## config.mk

```make
export PLATFORM = sky130hd
export DESIGN_NAME = sha256_padder
export DESIGN_NICKNAME = d
export VERILOG_FILES = /design/src/rtl/sha256_pkg.sv /design/src/rtl/sha256_word_pad.sv /design/src/rtl/sha256_padder.sv
export SDC_FILE = /design/constraint.sdc
export NUM_CORES = 1
export LEC_CHECK = 0
export CORE_MARGIN = 2
export CORE_UTILIZATION = 37
export DETAILED_ROUTE_END_ITERATION = 16
export GPL_TIMING_DRIVEN = 0
export HOLD_SLACK_MARGIN = 0.03
export SYNTH_ARGS = -nofsm -noshare
export SYNTH_HDL_FRONTEND = slang
export SYNTH_SLANG_ARGS = --single-unit
```

## constraint.sdc

```tcl
create_clock -name clk -period 4.4 [get_ports clk]
set_input_delay 0.66 -clock clk [delete_from_list [all_inputs] [get_ports clk]]
set_output_delay 0.66 -clock clk [all_outputs]
set_load 0.01 [all_outputs]
```

## src/rtl/sha256_pkg.sv

```systemverilog
// Shared constants and FSM state type for the streaming SHA-256 padder.
package sha256_pkg;
  localparam int WORD_W = 32;
  localparam int BLOCK_W = 512;
  localparam int LEN_W = 64;
  localparam int NWORDS = BLOCK_W / WORD_W;
  localparam logic [7:0] PAD_BYTE = 8'h80;
  localparam logic [WORD_W-1:0] PAD_WORD = {PAD_BYTE, 24'h0};

  typedef enum logic [1:0] {S_FILL, S_EMIT, S_EMIT_SPILL, S_EMIT_LAST} state_e;
endpackage

```

## src/rtl/sha256_word_pad.sv

```systemverilog
// Masks the unused bytes of a final message word and drops the 0x80 pad byte
// right after the last valid byte; flags when the word is full and the pad must move on.
module sha256_word_pad
  import sha256_pkg::*;
(
  input  logic [WORD_W-1:0] data_i,
  input  logic [2:0]        nbytes_i,
  output logic [WORD_W-1:0] word_o,
  output logic              spill_o
);
  logic [2:0] nb;

  assign nb      = (nbytes_i > 3'd4) ? 3'd4 : nbytes_i;
  assign spill_o = (nb == 3'd4);

  for (genvar b = 0; b < 4; b++) begin : g_byte
    assign word_o[WORD_W-1-8*b -: 8] = (3'(b) < nb)  ? data_i[WORD_W-1-8*b -: 8] :
                                       (3'(b) == nb) ? PAD_BYTE : 8'h00;
  end
endmodule

```

## src/rtl/sha256_padder.sv

```systemverilog
// Streaming FIPS 180-4 padder: packs 32-bit message words into 512-bit blocks,
// appends 0x80, zero fill and the bit length, spilling into an extra block if needed.
module sha256_padder #(
  parameter int LEN_W   = 64,
  parameter int BLOCK_W = 512
) (
  input  logic               clk,
  input  logic               reset,
  input  logic               in_valid,
  output logic               in_ready,
  input  logic [31:0]        in_data,
  input  logic               in_last,
  input  logic [2:0]         in_nbytes,
  output logic               blk_valid,
  input  logic               blk_ready,
  output logic [BLOCK_W-1:0] blk_data,
  output logic               blk_first,
  output logic               blk_last
);
  import sha256_pkg::*;

  state_e                         state_q, state_d;
  logic [NWORDS-1:0][WORD_W-1:0]  buf_q, buf_d;
  logic [3:0]                     widx_q, widx_d;
  logic [LEN_W-1:0]               len_q, len_d;
  logic                           first_q, first_d;
  logic                           pend80_q, pend80_d;

  logic [WORD_W-1:0] pad_word;
  logic              pad_spill;
  logic [2:0]        nb;
  logic [LEN_W-1:0]  len_fin;
  logic [63:0]       len64_fin, len64_q;
  logic [4:0]        used_idx;
  logic              fits;

  sha256_word_pad u_pad (
    .data_i   (in_data),
    .nbytes_i (in_nbytes),
    .word_o   (pad_word),
    .spill_o  (pad_spill)
  );

  assign nb        = (in_nbytes > 3'd4) ? 3'd4 : in_nbytes;
  assign len_fin   = len_q + LEN_W'({nb, 3'b000});
  assign len64_fin = 64'(len_fin);
  assign len64_q   = 64'(len_q);
  // Highest word touched by data or the pad byte; 14/15 are reserved for the length.
  assign used_idx  = {1'b0, widx_q} + {4'b0, pad_spill};
  assign fits      = (used_idx <= 5'd13);

  for (genvar i = 0; i < NWORDS; i++) begin : g_out
    assign blk_data[BLOCK_W-1-WORD_W*i -: WORD_W] = buf_q[i];
  end

  always_comb begin
    state_d   = state_q;
    buf_d     = buf_q;
    widx_d    = widx_q;
    len_d     = len_q;
    first_d   = first_q;
    pend80_d  = pend80_q;
    in_ready  = (state_q == S_FILL);
    blk_valid = (state_q != S_FILL);
    blk_first = blk_valid & first_q;
    blk_last  = (state_q == S_EMIT_LAST);

    unique case (state_q)
      S_FILL: begin
        if (in_valid && !in_last) begin
          buf_d[widx_q] = in_data;
          len_d         = len_q + LEN_W'(32);
          widx_d        = widx_q + 4'd1;
          if (widx_q == 4'd15) state_d = S_EMIT;
        end else if (in_valid) begin
          for (int i = 0; i < NWORDS; i++) begin
            if (4'(i) > widx_q) buf_d[i] = '0;
          end
          buf_d[widx_q] = pad_word;
          if (pad_spill) begin
            if (widx_q != 4'd15) buf_d[widx_q + 4'd1] = PAD_WORD;
            else                 pend80_d = 1'b1;
          end
          len_d  = len_fin;
          widx_d = '0;
          if (fits) begin
            buf_d[14] = len64_fin[63:32];
            buf_d[15] = len64_fin[31:0];
            state_d   = S_EMIT_LAST;
          end else begin
            state_d   = S_EMIT_SPILL;
          end
        end
      end
      S_EMIT: begin
        if (blk_ready) begin
          buf_d   = '0;
          widx_d  = '0;
          first_d = 1'b0;
          state_d = S_FILL;
        end
      end
      S_EMIT_SPILL: begin
        if (blk_ready) begin
          buf_d     = '0;
          buf_d[0]  = pend80_q ? PAD_WORD : '0;
          buf_d[14] = len64_q[63:32];
          buf_d[15] = len64_q[31:0];
          pend80_d  = 1'b0;
          first_d   = 1'b0;
          state_d   = S_EMIT_LAST;
        end
      end
      S_EMIT_LAST: begin
        if (blk_ready) begin
          buf_d   = '0;
          widx_d  = '0;
          len_d   = '0;
          first_d = 1'b1;
          state_d = S_FILL;
        end
      end
      default: state_d = S_FILL;
    endcase
  end

  always_ff @(posedge clk) begin
    if (reset) begin
      state_q  <= S_FILL;
      buf_q    <= '0;
      widx_q   <= '0;
      len_q    <= '0;
      first_q  <= 1'b1;
      pend80_q <= 1'b0;
    end else begin
      state_q  <= state_d;
      buf_q    <= buf_d;
      widx_q   <= widx_d;
      len_q    <= len_d;
      first_q  <= first_d;
      pend80_q <= pend80_d;
    end
  end
endmodule

```

# Word level (Yosys, flattened, before mapping)
# Index checks and enable logic that the tools add are counted.
# op_classes
reduce_logical,19
muxes,111
add_sub_neg,4
eq_ne,19
magnitude_cmp,26
n_bitwise,4
# ops
cell,n
$mux W512,6
$mux W32,67
$pmux W512 S3,1
$bwmux W512,2
$and A496 B496 Y496,1
$not A496 Y496,1
$demux W32 S4,2
$mux W64,4
$pmux W64 S2,1
$add A64 B6 Y64,1
$add A64 B6 Y64 const B,1
$mux W8,8
$gt A4 B4 Y1 const A,8
$gt A3 B4 Y1 const A,4
$or A16 B16 Y16,1
$mux W4,3
$reduce_and A3 Y1,4
$lt A4 B5 Y1 const B,2
$mux W2,5
$ne A2 B2 Y1 const B,5
$reduce_bool A2 Y1,5
$ge A4 B1 Y1 const B,2
$gt A1 B4 Y1 const A,2
$gt A2 B4 Y1 const A,2
other kinds (28),45
# word_totals
word_cells,204
register_bits,584

# Longest topological paths before layout
# Gate-level depths: netlist of the first run.
# depth
depth_word,13
mapped_depth,15
ltp_nobuf,11

# Cells and area by module
# A second synthesis of the first run with hierarchy kept.
# hier_totals
cells_unflattened,3804
hier_area_um2,29811.1
# by_module_without_submodules
module,seq_area_each_um2,area_each_um2,n_inst,cells_per_inst
sha256_padder,11631.2,29525.8,1,3764
sha256_word_pad,0.0,285.3,1,40

# Least setup slack after synthesis of the first run
# No wires, ideal clock.
# synth_path
path_type,input port to flip-flop
startpoint,in in_nbytes[2]
endpoint,"reg len_q[61], in the netlist len64_q[61]"
path_stages,15
path_buffers,4
setup_slack_ps,742
arrival_time_ps,3584
path_cell_list,clkbuf_1 > clkbuf_1 > clkbuf_1 > nor2b_1 > ha_1 > inv_1 > fa_1 > nor2b_1 > o2111ai_1 > o21ai_0 > and3_1 > clkbuf_1 > and2_1 > a21oi_1 > a31oi_1
# synth_between
elab_chain_len,6
# synth_rtl
item,line_no,rtl
"start, declared",sha256_padder.sv:13,"input logic [2:0] in_nbytes,"
$gt A3 B3 Y1,sha256_padder.sv:44,assign nb = (in_nbytes > 3'd4) ? 3'd4 : in_nbytes;
$mux W3 *,sha256_padder.sv:44,
$add A64 B6 Y64 *,sha256_padder.sv:45,"assign len_fin = len_q + LEN_W'({nb, 3'b000});"
$mux W64 *,sha256_padder.sv:75,end else if (in_valid) begin
$mux W64 *,sha256_padder.sv:70,if (in_valid && !in_last) begin
$pmux W64 S2 *,sha256_padder.sv:68,unique case (state_q)
"end signal, assigned",sha256_padder.sv:139,len_q <= len_d;
"end, declared",sha256_padder.sv:25,"logic [LEN_W-1:0] len_q, len_d;"
# Mark *: on every way between the ends. The rest lies on a longest branch, timed or not. The select of a mux whose other input is x is not followed.
# A chain may end at the register's enable or synchronous reset.

# Worst setup path after layout of the first run
# layout_path
startpoint,in reset
endpoint,reg buf_q (netlist bit blk_data[241])
# layout_rtl
item,line_no,rtl
"start, declared",sha256_padder.sv:8,"input logic reset,"
"end signal, assigned",sha256_padder.sv:137,buf_q <= buf_d;
"end, declared",sha256_padder.sv:23,"logic [NWORDS-1:0][WORD_W-1:0] buf_q, buf_d;"
# No word-level cell between the ends.

==> metrics.txt, run 1 <==
Mapped Area=about 0.029 mm^2; largest net degree at the start of global routing=14; syn_area_per_cell=7.74 um^2; status=complete, but fails checks; number of synthesized flops with an enable pin=0; skew final=around 0.029 ns; crit-path cells=clkdlybuf4s50_1 -> clkbuf_1 -> clkbuf_1 -> clkbuf_1 -> clkbuf_1 -> nor2_1; CTS Buffer Depth=3; Post-layout nets=approximately 4400; I/O Buffers=around 550; main area contributors after synthesis=dfxtp_1 (41%), o21ai_0 (8.8%), nor2_1 (5.9%); Syn. warnings=0; Vias=around 36000; Final Critical Period=between 4 and 5 ns; HPWL Detailed=150 mm; Final ANT Viol Nets=0; Pwr Density=approximately 540 mW/mm^2; final wirelength=a little under 200 mm; fin. max-slew vios=4; commonest non-fill, non-tap cell in the layout=dfxtp_1; Synth Instances=3694; drt wl/cell=36.4 um; peak supply drop=~0.00029 V; Non-Filler Instances=about 5400; Main synth FF type=dfxtp_1; level count of the clock H-tree=3; Initial Utilization=about 38%; internal power=roughly 0.011 W; Hold Fails Final Rpt=0; CTS tree=yes; vias in the first global route=32271; clock power share=between 30% and 40%; Yosys reg bits=about 580; Hold Buf Count CTS=0; Die Height=roughly 280 um; Worst-path clk slew=0.06 ns; core area=between 0.07 and 0.08 mm^2; CP peak stage delay=between 1 and 1.5 ns; Tcrit/Tclk final=105%; switching share of power=between 40% and 50%; Logic pwr share=about 41%; # rows=101; placed cells=about 5300; first-pass GRT wire length=between 200 and 300 mm; data required time of the worst path=4.86 ns; fin worst setup slack=-0.225 ns; # IOs=approximately 560; Setup-failing EPs final=58; asr flop ratio synth=0%; hold_ws=0.462 ns; die width=~280 um; synth unique cells=between 70 and 80; clk sinks=581; Synth top area share=40.7%; Filler cells=approximately 7700; P_sw=just over 0.009 W; Syn Nets=between 3000 and 4000; Slew headroom=-7.41%; Arr. time, crit path=about 5.1 ns; multi-input logic area=about 0.015 mm^2; Worst Path Max Fanout=10; register area=~0.012 mm^2; LEAKAGE=about 13 nW; clock latency on the worst-skew pair=roughly 0.65 ns; Hold WC Path Type=reg2reg; MaxCap Viol Count=1; CP max stage cell=clkbuf_1; Critical Path Source Type=primary input; total power=around 0.021 W; Pre-antenna DRT Iters=6; Area growth, synth to finish=32.9%; Slew @ Worst Pin=1.59 ns; Iteration-0 DRC Markers=~6300; Remaining Overflow, GRT=0; failing checks=max-capacitance violations, max-slew violations, negative setup slack; initial antenna violation count=22; critical path class=in2reg; sequential power share=slightly below 30%; drt drc=0; endpoint type of the worst setup path=register; GRT Overall Usage=a little under half; share of cells above drive strength 1=~5.4%; most frequent cells in the layout=dfxtp_1 (581), clkdlybuf4s50_1 (551), o21ai_0 (501); Max Fclk=216 MHz; cell mode on critical path=clkbuf_1; RSZ-0062 raised after global routing=no; post-synthesis sequential area ratio=around two fifths; Root Driver=clkbuf_16; Die ar.=0.0795 mm^2; Final GP Congestion=~1.0; clock buffer count from CTS=slightly below 70; Synth area leader=dfxtp_1; DR vias/cell=about 6.7
## path summary, 6_finish.rpt
path         slack (ns)  cells after the start     startpoint             to
min reg2reg        0.46                      2  blk_data[418]  blk_data[418]
min                0.46                      2  blk_data[418]  blk_data[418]
max               -0.23                      6          reset  blk_data[241]
max reg2reg       -0.07                     11     state_q[0]   blk_data[86]
## routing by layer
layer / global-route usage (%) / routed length (um) / vias up
met5: 0.305 / 96 / -
met4: 26.2 / 12500 / 12
met3: 17.8 / 30200 / 639
met2: 63.1 / 76400 / 3257
met1: 64.9 / 77800 / 17835
li1: - / - / 14748
## synth_stat cells (21+ instances only)
cell type  count
a211oi_1      69
nor3_1        90
nand4_1       41
a21oi_1      186
a31oi_1       21
nor4_1        24
nand3_1       86
a221oi_1      73
a22o_1       104
a22oi_1      112
buf_2         53
nand2_1      450
a32o_1        61
dfxtp_1      581
o21ai_0      504
nor2_1       452
clkbuf_1     308
a32oi_1       33
or3_1         25
xnor2_1       30
o211ai_1      59
and2_1        24
xor2_1        32
## power by group through the flow
stage          clock [W]  sequential, W  combinational [W]
5_1_grt          0.00638        0.00601            0.00842
4_1_cts          0.00616        0.00599            0.00779
3_5_place_dp           0        0.00610            0.00775
2_1_floorplan          0        0.00608            0.00383
6_report         0.00623        0.00601            0.00836
3_3_place_gp           0        0.00610            0.00772
## final cells by class
class,instances,area share (%)
buffer,383,4.07
clock buffer,96,5.16
tap,1030,3.39
timing repair buffer,560,14.7
antenna,11,0.0725
sequential,581,30.6
inverter,18,0.178
clock inverter,23,1.07
multi-input combinational,2708,40.7
## state kept, by name (all words and copies together), names as in the netlist
| register | count |
|---|---|
| blk_data | 512 |
| first_q | 1 |
| pend80_q | 1 |
| state_q | 2 |
| widx_q | 4 |
| len64_q | 61 |
## cells by family (layout without fill, tap and decap cells)
group           count (synthesis)  count (layout)  synth area share, %
compound gates               1353            1353                 31.2
xor+xnor                       62              62                 1.90
fa+ha+maj                      15              15                0.683
buf+inv                       405            1080                 5.66
flops                         581             581                 40.7
mux                            16              16                0.582
other cells                     0              11                    0
simple gates                 1262            1262                 19.3
## worst max-delay path, delay by kind of cell
kind                   cells  cell delay, ns
AND/OR/NAND/NOR            1            0.14
buffers and inverters      5            4.27
## stage by stage
stage / TNS [ns] / util, % / area, um^2 / setup slack [ns]
after CTS: 0 / 49.7 / 37900 / 0.0499
after global routing: 0 / 49.8 / 37900 / 0.0109
after detailed placement: -167.81 / 46.5 / 35400 / -2.19
after global placement: -189.46 / 46.5 / 35400 / -2.28
final: -4.88 / 49.8 / 38000 / -0.225
after floorplan: 0 / - / 28600 / 0.742
## repair_timing
item | CTS | global route
gates resized for setup | 19 | 11
setup endpoints to repair | 131 | 66
hold endpoints to repair | 0 | 0
setup buffers | 2 | 3
pin swaps | 2 | 1
Power figures use the tool's default switching activity.
==> inputs of run 2 (changes only) <==
--- a/config.mk
+++ b/config.mk
@@ -10,6 +10,7 @@
 export DETAILED_ROUTE_END_ITERATION = 16
 export GPL_TIMING_DRIVEN = 0
 export HOLD_SLACK_MARGIN = 0.03
+export REMOVE_ABC_BUFFERS = 1
 export SYNTH_ARGS = -nofsm -noshare
 export SYNTH_HDL_FRONTEND = slang
 export SYNTH_SLANG_ARGS = --single-unit
==> metrics.txt, run 2 (same netlist as run 1, synthesis figures left out) <==
hold path startpoint=blk_data[315]; endpoint type of the worst setup path=register; clock latency on the worst-skew pair=0.65 ns (about the same); most frequent cells in the layout=dfxtp_1 (579), clkdlybuf4s50_1 (553), o21ai_0 (496); Setup-failing EPs final=0 (-100%); LEAKAGE=12.8 nW (-0.59%); drt drc=0 (unchanged); Worst-path clk slew=0.06 ns (about the same); Root Driver=clkbuf_16; Slew @ Worst Pin=1.49 ns (-0.108 ns); Tcrit/Tclk final=96.7% (-8.4 points); Die Height=282 um (unchanged); Arr. time, crit path=4.72 ns (-0.37 ns); largest net degree at the start of global routing=138 (+124); # IOs=556 (unchanged); Hold Fails Final Rpt=0 (unchanged); HPWL Detailed=115 mm (-24%); Iteration-0 DRC Markers=4525 (-29%); Post-CTS Setup Bufs=0 (-2); hold_ws=0.457 ns (-0.00547 ns); level count of the clock H-tree=3 (unchanged); drt wl/cell=31.6 um (-13%); CP Launch Point=in_nbytes[0]; Vias=32574 (-11%); vias in the first global route=29389 (-8.9%); max reg flops=512 (unchanged); Setup crit end=blk_data[43]; Max Fclk=235 MHz (+8.7%); first-pass GRT wire length=224 mm (-15%); worst r2r dst=blk_data[43]; fin. max-slew vios=0 (-4); DR vias/cell=6.42 (-4.9%); Pwr Density=535 mW/mm^2 (-1.4%); CTS Buffer Depth=3 (unchanged); R2R cell count=8 (-3); Final GP Congestion=0.995 (-4.3%); Initial Utilization=37.5% (unchanged); Die ar.=0.0795 mm^2 (unchanged); CTS tree=yes; global-route met1 utilization=48.0% (-17 points); Remaining Overflow, GRT=0 (unchanged); Pre-antenna DRT Iters=6 (unchanged); peak supply drop=0.000368 V (+29%); Final Critical Period=4.26 ns (-0.369 ns); R2R setup slack=0.15 ns (+0.22 ns); GRT Overall Usage=38.8% (-8.5 points); Slew headroom=0.302% (+7.7 points); # resized after CTS=8 (-11); Worst Path Max Fanout=8 (-2); Post-layout nets=4049 (-7.5%); Hold WC Path Type=reg2reg; RR Startpoint=widx_q[2]; Hold Buf Count CTS=0 (unchanged); clk sinks=581 (unchanged); Critical Path Source Type=primary input; I/O Buffers=555 (+0.54%); data required time of the worst path=4.86 ns (about the same); Final ANT Viol Nets=0 (unchanged); RSZ-0062 raised after global routing=no; commonest non-fill, non-tap cell in the layout=dfxtp_1; core area=0.0762 mm^2 (unchanged); GR Layer Usage met2=59.9% (-3.2 points); initial antenna violation count=5 (-77%); Area growth, synth to finish=32.8% (about the same); share of cells above drive strength 1=6.87% (+1.5 points); final wirelength=161 mm (-18%); status=complete, but fails checks; post-layout util=49.8% (about the same); critical path class=in2reg; # rows=101 (unchanged); GRT met3 Usage=11.4% (-6.4 points); gr busiest metal=met2; die width=282 um (unchanged); skew final=0.0251 ns (-0.00382 ns); failing checks=max-capacitance violations; MaxCap Viol Count=1 (unchanged); clock buffer count from CTS=68 (-1.4%)
==> run 2: metal layers <==
layer  vias to the layer above  wire length (um)
li1                      14104                 -
met1                     15802             60700
met2                      2192             70400
met3                       472             18600
met4                         4             10800
met5                         -                26
==> run 2: critical path, cell delays in order <==
cell and delay [ns]:
clkdlybuf4s50_1 0.82, nor2b_1 0.22, ha_1 0.23, inv_1 0.07, fa_1 0.40, nor2b_1 0.23
o2111a_1 0.52, nand4_1 0.45, nor3_1 0.58, xor2_1 0.18, a221oi_1 0.28, nor3_1 0.08
==> run 2: cell type report <==
class                   instances  area (um^2)
multi-input cells            2708        15800
repair buffers                617         6860
inverters                      18         67.6
well taps                    1030         1290
clock buffers                  97         2010
flip-flops and latches        581        11600
fillers                      7429        38200
diodes                          2         5.00
clock inverters                23          313
==> run 2: report_power, final <==
part	leakage, nW	switching (W)	internal [W]
clock network	1.14	0.00253	0.00345
registers	4.70	0.000343	0.00562
logic	6.98	0.00579	0.00256
==> run 2: worst min-delay path by stage <==
stage,end,depth (start not counted)
floorplan,first_q,1
global placement,blk_data[421],1
detailed placement,blk_data[417],1
CTS,blk_data[315],2
global route,blk_data[328],1
finish,blk_data[315],2
==> run 2: stage by stage <==
stage	instance area [um^2]	cells	worst slack (ns)	setup TNS, ns	total power [W]
global route	38000	5075	0.0893	0	0.0209
global placement	33900	4892	-24.00	-7711.69	0.0132
CTS	37900	5074	0.0393	0	0.0201
floorplan	27000	3307	-3.82	-1096.96	0.00963
detailed placement	35600	4954	-1.53	-158.85	0.0142
finish	38000	5076	0.143	0	0.0203
